**src/rtl/dpram_byte_packer_if.sv**
```systemverilog
// Byte-stream and RAM-write bundle for the dual-port RAM fill stage.
// The master side produces bytes and observes the RAM port. The slave side
// (the packer) accepts bytes and drives the RAM write port.
interface dpram_byte_packer_if #(
  parameter int AW = 12
) ();

  // Byte stream (valid/ready)
  logic          s_valid;
  logic          s_ready;
  logic [7:0]    s_data;
  logic          s_last;

  // RAM write port
  logic          ram_en;
  logic [AW-1:0] ram_addr;
  logic [31:0]   ram_din;
  logic [3:0]    ram_we;

  modport master (
    output s_valid, s_data, s_last,
    input  s_ready, ram_en, ram_addr, ram_din, ram_we
  );

  modport slave (
    input  s_valid, s_data, s_last,
    output s_ready, ram_en, ram_addr, ram_din, ram_we
  );

endinterface

```
**src/rtl/dpram_byte_packer.sv**
```systemverilog
// Packs a valid/ready byte stream little-endian into 32-bit words and writes
// them to a byte-enabled RAM port from a programmed base address. A word is
// flushed when lane 3 fills or on s_last, and the transfer stops early once
// the programmed word limit is reached. Every output is registered.
module dpram_byte_packer #(
  parameter int AW = 12
) (
  input  logic                 clk,
  input  logic                 rst_b,
  input  logic                 cfg_start,
  input  logic [AW-1:0]        cfg_base_addr,
  input  logic [AW:0]          cfg_len_words,
  dpram_byte_packer_if.slave   bus,
  output logic                 busy,
  output logic                 done,
  output logic                 err_len,
  output logic [AW:0]          words_written
);

  typedef enum logic [1:0] {
    ST_IDLE = 2'd0,
    ST_PACK = 2'd1,
    ST_DONE = 2'd2
  } state_e;

  localparam logic [AW-1:0] ADDR_ONE  = {{(AW-1){1'b0}}, 1'b1};
  localparam logic [AW:0]   WORDS_ONE = {{AW{1'b0}}, 1'b1};

  // FSM state
  state_e        state_q, state_d;

  // Transfer context
  logic [AW-1:0] addr_q, addr_d;
  logic [AW:0]   len_q, len_d;
  logic [1:0]    lane_q, lane_d;
  // Only lanes 0..2 are ever held; the lane-3 byte goes straight into the flush word.
  logic [23:0]   acc_q, acc_d;

  // Registered outputs
  logic          s_ready_q, s_ready_d;
  logic          ram_en_q, ram_en_d;
  logic [AW-1:0] ram_addr_q, ram_addr_d;
  logic [31:0]   ram_din_q, ram_din_d;
  logic [3:0]    ram_we_q, ram_we_d;
  logic          busy_q, busy_d;
  logic          done_q, done_d;
  logic          err_len_q, err_len_d;
  logic [AW:0]   words_q, words_d;

  // Datapath helpers
  logic          accept;
  logic          flush;
  logic          limit_hit;
  logic [31:0]   word_now;
  logic [3:0]    we_now;
  logic [AW:0]   words_inc;

  // Decode the current byte: acceptance, merged word and the flush conditions.
  always_comb begin
    accept    = (state_q == ST_PACK) && s_ready_q && bus.s_valid;
    word_now  = {8'h00, acc_q} | ({24'h000000, bus.s_data} << {lane_q, 3'b000});
    unique case (lane_q)
      2'd0:    we_now = 4'b0001;
      2'd1:    we_now = 4'b0011;
      2'd2:    we_now = 4'b0111;
      default: we_now = 4'b1111;
    endcase
    words_inc = words_q + WORDS_ONE;
    flush     = accept && ((lane_q == 2'd3) || bus.s_last);
    // s_last wins over the limit: a final word that also meets the limit is not an error.
    limit_hit = flush && !bus.s_last && (words_inc == len_q);
  end

  // State register.
  // NOTE: sequential state is updated with non-blocking assignments only, so every
  // flop samples the pre-edge values regardless of process ordering.
  always_ff @(posedge clk or negedge rst_b) begin
    if (!rst_b) begin
      state_q <= ST_IDLE;
    end else begin
      state_q <= state_d;
    end
  end

  // Next-state logic: IDLE -> PACK (or straight to DONE for len 0) -> DONE -> IDLE.
  always_comb begin
    // NOTE: a default on every path keeps this block purely combinational (no latch).
    state_d = state_q;
    unique case (state_q)
      ST_IDLE: begin
        if (cfg_start) begin
          state_d = (cfg_len_words == '0) ? ST_DONE : ST_PACK;
        end
      end
      ST_PACK: begin
        if ((accept && bus.s_last) || limit_hit) begin
          state_d = ST_DONE;
        end
      end
      ST_DONE: state_d = ST_IDLE;
      default: state_d = ST_IDLE;
    endcase
  end

  // Output and datapath next values; status flags follow the next state so they
  // line up with it in the registered outputs.
  always_comb begin
    addr_d     = addr_q;
    len_d      = len_q;
    lane_d     = lane_q;
    acc_d      = acc_q;
    ram_en_d   = 1'b0;
    ram_we_d   = 4'b0000;
    ram_addr_d = ram_addr_q;
    ram_din_d  = ram_din_q;
    err_len_d  = err_len_q;
    words_d    = words_q;
    s_ready_d  = (state_d == ST_PACK);
    busy_d     = (state_d == ST_PACK);
    done_d     = (state_d == ST_DONE);

    unique case (state_q)
      ST_IDLE: begin
        if (cfg_start) begin
          addr_d    = cfg_base_addr;
          len_d     = cfg_len_words;
          lane_d    = 2'd0;
          acc_d     = '0;
          err_len_d = 1'b0;
          words_d   = '0;
        end
      end
      ST_PACK: begin
        if (flush) begin
          ram_en_d   = 1'b1;
          ram_addr_d = addr_q;
          ram_din_d  = word_now;
          ram_we_d   = we_now;
          addr_d     = addr_q + ADDR_ONE;
          words_d    = words_inc;
          lane_d     = 2'd0;
          acc_d      = '0;
          if (limit_hit) begin
            err_len_d = 1'b1;
          end
        end else if (accept) begin
          acc_d  = word_now[23:0];
          lane_d = lane_q + 2'd1;
        end
      end
      default: ;
    endcase
  end

  // Context and output registers; reset drops any write in flight.
  // NOTE: every flop here, including the accumulator, is reset so a reset mid-transfer
  // leaves no stale bytes for the next transfer.
  always_ff @(posedge clk or negedge rst_b) begin
    if (!rst_b) begin
      addr_q     <= '0;
      len_q      <= '0;
      lane_q     <= 2'd0;
      acc_q      <= '0;
      s_ready_q  <= 1'b0;
      ram_en_q   <= 1'b0;
      ram_addr_q <= '0;
      ram_din_q  <= '0;
      ram_we_q   <= 4'b0000;
      busy_q     <= 1'b0;
      done_q     <= 1'b0;
      err_len_q  <= 1'b0;
      words_q    <= '0;
    end else begin
      addr_q     <= addr_d;
      len_q      <= len_d;
      lane_q     <= lane_d;
      acc_q      <= acc_d;
      s_ready_q  <= s_ready_d;
      ram_en_q   <= ram_en_d;
      ram_addr_q <= ram_addr_d;
      ram_din_q  <= ram_din_d;
      ram_we_q   <= ram_we_d;
      busy_q     <= busy_d;
      done_q     <= done_d;
      err_len_q  <= err_len_d;
      words_q    <= words_d;
    end
  end

  assign bus.s_ready   = s_ready_q;
  assign bus.ram_en    = ram_en_q;
  assign bus.ram_addr  = ram_addr_q;
  assign bus.ram_din   = ram_din_q;
  assign bus.ram_we    = ram_we_q;
  assign busy          = busy_q;
  assign done          = done_q;
  assign err_len       = err_len_q;
  assign words_written = words_q;

endmodule

```
**src/flat_wrapper.sv**
```systemverilog
// flat-port wrapper written by rule: the top's interface ports become plain ports
module dpram_byte_packer_flat 
#(
  parameter int AW = 12
)
  (clk, rst_b, cfg_start, cfg_base_addr, cfg_len_words, busy, done, err_len, words_written, bus_s_valid, bus_s_data, bus_s_last, bus_s_ready, bus_ram_en, bus_ram_addr, bus_ram_din, bus_ram_we);
  dpram_byte_packer_if #(.AW(AW)) bus_i ();
  input  logic clk;
  input  logic rst_b;
  input  logic cfg_start;
  input  logic [AW-1:0] cfg_base_addr;
  input  logic [AW:0] cfg_len_words;
  output logic busy;
  output logic done;
  output logic err_len;
  output logic [AW:0] words_written;
  input wire logic [$bits(bus_i.s_valid)-1:0] bus_s_valid;
  input wire logic [$bits(bus_i.s_data)-1:0] bus_s_data;
  input wire logic [$bits(bus_i.s_last)-1:0] bus_s_last;
  output wire logic [$bits(bus_i.s_ready)-1:0] bus_s_ready;
  output wire logic [$bits(bus_i.ram_en)-1:0] bus_ram_en;
  output wire logic [$bits(bus_i.ram_addr)-1:0] bus_ram_addr;
  output wire logic [$bits(bus_i.ram_din)-1:0] bus_ram_din;
  output wire logic [$bits(bus_i.ram_we)-1:0] bus_ram_we;
  assign bus_i.s_valid = bus_s_valid;
  assign bus_i.s_data = bus_s_data;
  assign bus_i.s_last = bus_s_last;
  assign bus_s_ready = bus_i.s_ready;
  assign bus_ram_en = bus_i.ram_en;
  assign bus_ram_addr = bus_i.ram_addr;
  assign bus_ram_din = bus_i.ram_din;
  assign bus_ram_we = bus_i.ram_we;
  dpram_byte_packer #(.AW(AW)) u_core (.clk(clk), .rst_b(rst_b), .cfg_start(cfg_start), .cfg_base_addr(cfg_base_addr), .cfg_len_words(cfg_len_words), .bus(bus_i), .busy(busy), .done(done), .err_len(err_len), .words_written(words_written));
endmodule
```
**config.mk**
```make
export PLATFORM = sky130hd
export DESIGN_NAME = dpram_byte_packer_flat
export DESIGN_NICKNAME = d
export VERILOG_FILES = /design/src/rtl/dpram_byte_packer_if.sv /design/src/rtl/dpram_byte_packer.sv /design/src/flat_wrapper.sv
export SDC_FILE = /design/constraint.sdc
export NUM_CORES = 1
export LEC_CHECK = 0
export BUFFER_PORTS_ARGS = -buffer_cell sky130_fd_sc_hd__buf_4
export CORE_MARGIN = 2
export CORE_UTILIZATION = 28
export CTS_CLUSTER_SIZE = 25
export DETAILED_ROUTE_END_ITERATION = 16
export SETUP_SLACK_MARGIN = 0.5
export SYNTH_ARGS = -nofsm -noshare
export SYNTH_HDL_FRONTEND = slang
export SYNTH_SLANG_ARGS = --single-unit
```
**constraint.sdc**
```tcl
create_clock -name clk -period 7.87 [get_ports clk]
set_clock_uncertainty 0.2 [all_clocks]
set_input_delay 0.787 -clock clk [delete_from_list [all_inputs] [get_ports clk]]
set_output_delay 0.787 -clock clk [all_outputs]
set_load 0.1 [all_outputs]
```
==> results.sh, run 1 <==
export IMPL_status="complete, no violations"
export IMPL_drt_pre_antenna_iters=4
export IMPL_power_switching_uw=1600
export IMPL_start_util=0.286
export IMPL_p_leak_uw=0.00328
export IMPL_finalSetupViolCount=0
export IMPL_hold_buffers=0
export IMPL_n_antenna_cell=0
export IMPL_grt_pass1_vias=4468
export IMPL_hold_slack_ns=0.159
export IMPL_postCtsSetupBuffers=0
export IMPL_max_freq_mhz=263
export IMPL_track_usage=0.155
export IMPL_syn_num_nets=642
export IMPL_dpl_hpwl_um=10100
export IMPL_p_per_area_nw_per_um2=475
export IMPL_antenna_found_initial=0
export IMPL_arrival_ns=3.84
export IMPL_grt_max_degree=99
export IMPL_drive_above_1_share=0.209
export IMPL_grt_overflow=0
export IMPL_h_tree_depth=4
export IMPL_path_max_fanout=98
export IMPL_fin_cells=934
export IMPL_p_comb_frac=0.454
export IMPL_netlist_area_um2=5350
export IMPL_postSynthAreaPerCell_um2=8.94
export IMPL_drtAntennaViolNets=0
export IMPL_ys_warn_count=0
export IMPL_yosysUniqueCellTypes=50
export IMPL_area_growth_pct=29.6
export IMPL_dieArea_um2=20200
export IMPL_routed_wl_um=14600
export IMPL_critPathRequiredTime_ns=7.91
export IMPL_detailed_place_area_um2=6300
export IMPL_cts_tree="done"
export IMPL_final_nets=731
export IMPL_io_buffers=103
export IMPL_r2r_cells=9
export IMPL_seqPwrFrac=0.292
export IMPL_rsz0062_at_grt="no"
export IMPL_dieWidth_um=142
export IMPL_maxCapViolCount=0
export IMPL_pwr_share_clk=0.254
export IMPL_nFillCells=1912
export IMPL_postSynthCellCount=599
export IMPL_die_h_um=142
export IMPL_p_sw_frac=0.486
export IMPL_period_share=0.483
export IMPL_cp_end_kind="flip-flop"
export IMPL_period_needed_ns=3.80
export IMPL_yosysTopAreaCell="dfrtp_1"
export IMPL_min_path_type="input pin to async pin"
export IMPL_synth_top_area_share=0.547
export IMPL_num_rows=50
export IMPL_dpl_cell_count=903
export IMPL_vias_per_cell=4.88
export IMPL_grt_pass1_wl_um=24100
export IMPL_relSlewSlack=0.166
export IMPL_cts_resized=0
export IMPL_clock_latency_ns=0.42
export IMPL_yosysSeqAreaShare=0.547
export IMPL_wl_per_cell_um=15.7
export IMPL_r2r_slack_ns=4.07
export IMPL_setup_tns_ns=0
export IMPL_worstReg2RegStart="u_core.lane_q[0]$_DFFE_PN0P_"
export IMPL_p_int_uw=1690
export IMPL_synthTopCellsByArea="dfrtp_1, nand2_1, a21oi_1, o21ai_0, nor2_1"
export IMPL_setup_worst_path_start="u_core.lane_q[0]$_DFFE_PN0P_"
export IMPL_hold_violations=0
export IMPL_cts_sinks=117
export IMPL_stdcell_area_um2=6940
export IMPL_drc=0
export IMPL_synth_seq_cells=117
export IMPL_drt_iter0_markers=416
export IMPL_ir_drop_mv=0.255
export IMPL_cts_buffer_depth=2
export IMPL_r2r_end="u_core.addr_q[8]$_DFFE_PN0P_"
export IMPL_coreArea_um2=18700
export IMPL_cts_inserted_buffers=17
export IMPL_num_vias=4561
export IMPL_clk_pin_slew_ns=0.06
export IMPL_crit_type="flip-flop to flip-flop"
export IMPL_pin_count=104
export IMPL_cts_root_buf="clkbuf_16"
export IMPL_max_slew_worst_pin_slew_ns=1.25
export IMPL_slew_violations=0
export IMPL_critPathLaunchType="flip-flop"
export IMPL_gp_congestion=0.814
[registers in the layout, indices dropped and copies added, names as in the netlist]
signal                flops
u_core.acc_q             24
u_core.lane_q             2
u_core.bus.ram_addr      12
u_core.bus.ram_we         4
u_core.len_q             13
u_core.words_written     13
u_core.err_len            1
u_core.addr_q            12
u_core.bus.s_ready        1
u_core.state_q            2
u_core.done               1
u_core.bus.ram_din       32
[cells in the final DEF, fill, tap and decap left out, types with 3 or more instances in the layout]
cell and n:
o21ai_0 62, xnor2_1 9, a21oi_1 68, nor2_1 49, dfrtp_1 117, nor3_1 11, clkbuf_16 17, bufinv_16 5
nand3_1 26, ha_1 5, nand2b_1 4, buf_4 108, o31ai_1 4, nand2_1 139, a31oi_1 5, clkinvlp_4 4
o22ai_1 4, nor2b_1 3, xor2_1 6, and3_1 8, inv_1 4
[cell families after synthesis]
group | Yosys count | share of synthesized area
AOI/OAI and AO/OA | 158 | 0.167
and+or+nand+nor | 261 | 0.215
buffers and inverters | 42 | 0.0332
muxes | 1 | 0.00187
adders and majority gates | 5 | 0.0117
xor gates and xnor gates | 15 | 0.0245
DFF | 117 | 0.547
[cell usage after synthesis (all sizes together)]
cell and instances:
inv 4, nand3 26, xnor2 9, or4 1, o21ai 63, a31oi 5
mux2i 1, o21bai 1, nor3 11, and4b 1, nor3b 2, and2 2
dfrtp 117, nor2 49, o41ai 1, nand3b 2, a22oi 1, a311o 1
buf 10, a311oi 1, nand2b 4, o22a 1, ha 5, or2 1
and3 8, a21oi 68, or3 2, o211ai 2, nor4 3, or3b 1
a22o 2, nor4b 1, o311ai 1, a32oi 1, xor2 6, o31ai 4
nand2 139, a32o 1, a2111oi 1, nand4 4, nor2b 3, and4 1
o22ai 4, clkbuf 28
[worst max path at each step]
stage                              endpoint
2_1_floorplan  u_core.bus.s_ready$_DFF_PN0_
3_3_place_gp   u_core.addr_q[0]$_DFFE_PN0P_
3_5_place_dp   u_core.addr_q[8]$_DFFE_PN0P_
4_1_cts        u_core.addr_q[8]$_DFFE_PN0P_
5_1_grt        u_core.addr_q[8]$_DFFE_PN0P_
6_report       u_core.addr_q[8]$_DFFE_PN0P_
[through the flow]
stage               utilization  power, µW  setup WS, ns
finish                    0.371       3300          4.07
global route              0.371       3480          3.69
CTS                       0.371       3330          4.05
detailed placement        0.337       2470          3.77
global placement          0.337       2460          3.77
floorplan                     -       2120          4.76
[per-layer routing]
layer | track usage | vias to the layer above | wire (µm)
met5 | 0 | - | 0
met4 | 0.0626 | 0 | 133
met3 | 0.0380 | 9 | 707
met2 | 0.240 | 118 | 7060
met1 | 0.208 | 2190 | 6730
li1 | - | 2244 | -
[worst max-delay path: stages (launching register included)]
cell and delay (ns):
dfrtp_1 0.54, ha_1 0.33, o21ai_4 0.14, buf_4 0.69
inv_1 0.57, nor2_1 0.64, buf_4 0.30, a21oi_1 0.05
nor2_1 0.09, a21oi_1 0.04
[power by group through the flow]
stage	combinational (µW)	clock (µW)	sequential, µW
2_1_floorplan	492	0	1630
3_3_place_gp	1490	0	969
3_5_place_dp	1500	0	970
4_1_cts	1510	855	962
5_1_grt	1610	885	993
6_report	1490	838	962
[area by class of cell]
class                      count  area [µm²]  share of cell area
clock buffer                  18         429              0.0619
multi-input combinational    440        2250               0.325
sequential                   117        2930               0.422
clock inverter                13         208              0.0299
timing repair buffer         108         811               0.117
inverter                       4        15.0             0.00216
tap                          234         293              0.0422
Note: power is estimated with default switching activity, not from simulation.
==> run 2: changes to the inputs <==
Settings changed: ABC_AREA from default to 1.
Clock period 7.87 ns to 3.4 ns, I/O delays scaled along.
==> run 2 against run 1 <==
Effect of this change: combinational power rose to 2.7 times the previous value; first-iteration DRC count fell by 18%; sequential power rose by 130%; worst setup slack got worse by 3.0 ns; critical path type unchanged; area after synthesis rose by 2.6%; via count rose by 2.7%; cell count rose by 12%; synthesized cell count rose by 8.8%; utilization rose by 0.59 points; global-route usage fell by 0.66 points.
==> results.sh, run 2 <==
export IMPL_antenna_found_initial=0
export IMPL_drive_above_1_share=0.214
export IMPL_slew_violations=0
export IMPL_postCtsSetupBuffers=0
export IMPL_cp_end_kind="flip-flop"
export IMPL_num_rows=51
export IMPL_drc=0
export IMPL_pin_count=104
export IMPL_fin_cells=1042
export IMPL_gp_congestion=0.822
export IMPL_clk_pin_slew_ns=0.06
export IMPL_cts_sinks=117
export IMPL_p_leak_uw=0.00353
export IMPL_area_growth_pct=32.6
export IMPL_crit_type="flip-flop to flip-flop"
export IMPL_dieArea_um2=20700
export IMPL_max_slew_worst_pin_slew_ns=0.758
export IMPL_drt_iter0_markers=341
export IMPL_largest_reg_flops=32
export IMPL_wl_per_cell_um=14.1
export IMPL_cts_root_buf="clkbuf_16"
export IMPL_synth_top_area_share=0.533
export IMPL_drt_pre_antenna_iters=5
export IMPL_yosysTopAreaCell="dfrtp_1"
export IMPL_n_antenna_cell=0
export IMPL_period_needed_ns=2.34
export IMPL_relSlewSlack=0.494
export IMPL_nFillCells=1956
export IMPL_grt_overflow=0
export IMPL_netlist_area_um2=5490
export IMPL_dpl_hpwl_um=10400
export IMPL_p_per_area_nw_per_um2=1110
export IMPL_grt_pass1_wl_um=23700
export IMPL_final_nets=809
export IMPL_maxCapViolCount=0
export IMPL_ys_async_sr_fraction=1.00
export IMPL_synth_most_common_cell="nand2_1"
export IMPL_mostFrequentLayoutCells="nand2_1, dfrtp_1, buf_4"
export IMPL_routed_wl_um=14700
export IMPL_yosys_top_cells_count="nand2_1, dfrtp_1, o21ai_0"
export IMPL_period_share=0.688
export IMPL_track_usage=0.148
export IMPL_dpl_cell_count=998
export IMPL_vias_per_cell=4.50
export IMPL_dieWidth_um=144
export IMPL_max_freq_mhz=427
export IMPL_synth_edf_count=0
export IMPL_start_util=0.284
export IMPL_min_path_type="input pin to flip-flop"
export IMPL_ys_warn_count=0
export IMPL_drtAntennaViolNets=0
export IMPL_fin_ws_ns=1.06
export IMPL_total_power_uw=8090
export IMPL_postSynthCellCount=652
export IMPL_cts_tree="done"
export IMPL_die_h_um=144
export IMPL_cts_inserted_buffers=17
export IMPL_synthTopCellsByArea="dfrtp_1, nand2_1, o21ai_0, inv_1, nand3_1"
export IMPL_coreArea_um2=19300
export IMPL_ir_drop_mv=0.372
export IMPL_io_buffers=103
export IMPL_grt_pass1_vias=4380
export IMPL_setup_tns_ns=0
export IMPL_hold_violations=0
export IMPL_status="complete, no violations"
export IMPL_synthFlopType="dfrtp_1"
export IMPL_final_common_cell="nand2_1"
export IMPL_rsz0062_at_grt="no"
export IMPL_path_max_fanout=24
export IMPL_yosysSeqAreaShare=0.533
export IMPL_num_vias=4684
export IMPL_clock_latency_ns=0.41
export IMPL_finalSetupViolCount=0
export IMPL_syn_num_nets=695
export IMPL_dp_slack_ns=0.803
export IMPL_h_tree_depth=4
export IMPL_postSynthAreaPerCell_um2=8.42
export IMPL_critPathLaunchType="flip-flop"
export IMPL_yosysUniqueCellTypes=36
export IMPL_critPathRequiredTime_ns=3.52
export IMPL_synth_seq_cells=117
export IMPL_cts_buffer_depth=2
export IMPL_grt_max_degree=55
export IMPL_hold_slack_ns=0.0324
export IMPL_arrival_ns=2.46
## run 2: changes by cell type in the layout (fill, tap and decap cells not counted), moves of 7 or more
cell / previous run / this run
o21ai_1: 0 / 9
dlygate4sd3_1: 0 / 14
o21ai_0: 62 / 92
nand2_1: 139 / 176
and3_1: 8 / 0
o22ai_1: 4 / 25
nor3_1: 11 / 2
xnor2_1: 9 / 2
nor2_1: 49 / 22
inv_1: 4 / 72
a21oi_1: 68 / 14
## run 2: metrics by stage
stage	cell area [µm²]	utilization
after CTS	7280	0.377
final	7280	0.377
after global routing	7280	0.377
after detailed placement	6520	0.337
after global placement	6520	0.337
after floorplan	5490	-
## run 2: what timing repair did
action / CTS / global route
gates resized for setup: 0 / 1
hold buffers: 14 / 0
endpoints found under the hold margin: 64 / 0
endpoints found under the setup margin: 0 / 2
## run 2: cell families after synthesis
kind of cell    after synthesis  share of synthesized area
compound gates              152                      0.147
fa+ha+maj                     5                     0.0114
flops                       117                      0.533
simple gates                262                      0.216
xor+xnor                      4                    0.00889
buf+inv                     112                     0.0829
## run 2: final timing paths
path / startpoint / endpoint / slack, ns / cells past startpoint
worst max-delay path: u_core.state_q[0]$_DFF_PN0_ / u_core.acc_q[12]$_DFFE_PN0P_ / 1.06 / 7
worst min-delay path: cfg_len_words[12] / u_core.len_q[12]$_DFFE_PN0P_ / 0.03 / 3
worst max register to register: u_core.state_q[0]$_DFF_PN0_ / u_core.acc_q[12]$_DFFE_PN0P_ / 1.06 / 7
worst min register to register: u_core.bus.ram_addr[7]$_DFFE_PN0P_ / u_core.bus.ram_addr[7]$_DFFE_PN0P_ / 0.28 / 2
max in group asynchronous: rst_b / u_core.bus.ram_din[3]$_DFFE_PN0P_ / 1.84 / 3
min in group asynchronous: rst_b / u_core.bus.ram_addr[0]$_DFFE_PN0P_ / 0.35 / 2
## run 2: worst max-delay path, cell delays in order, from the launching register on
cell,delay (ns)
dfrtp_1,0.42
nor2_1,0.21
nand2_4,0.12
inv_4,0.25
nor2_8,0.11
inv_2,0.29
nand2_2,0.36
o21ai_0,0.28
## run 2: area by class of cell
cell class / instances / area [µm²] / share of cell area
flip-flops and latches: 117 / 2930 / 0.402
multi-input cells: 423 / 2110 / 0.290
repair buffers: 123 / 971 / 0.133
clock buffers: 22 / 474 / 0.0651
well taps: 265 / 332 / 0.0455
inverters: 84 / 320 / 0.0440
clock inverters: 8 / 149 / 0.0204
## run 2: report_power, final
group / switching, µW / internal (µW) / total [µW]
clock network: 631 / 1280 / 1910
logic: 3080 / 885 / 3960
registers: 323 / 1900 / 2220
## run 2: routing by layer
metal / track usage / routed length (µm) / up-vias
met5: 0 / 0 / -
met4: 0.0495 / 206 / 0
met3: 0.0414 / 933 / 14
met2: 0.224 / 6560 / 119
met1: 0.205 / 7030 / 2184
li1: - / - / 2367
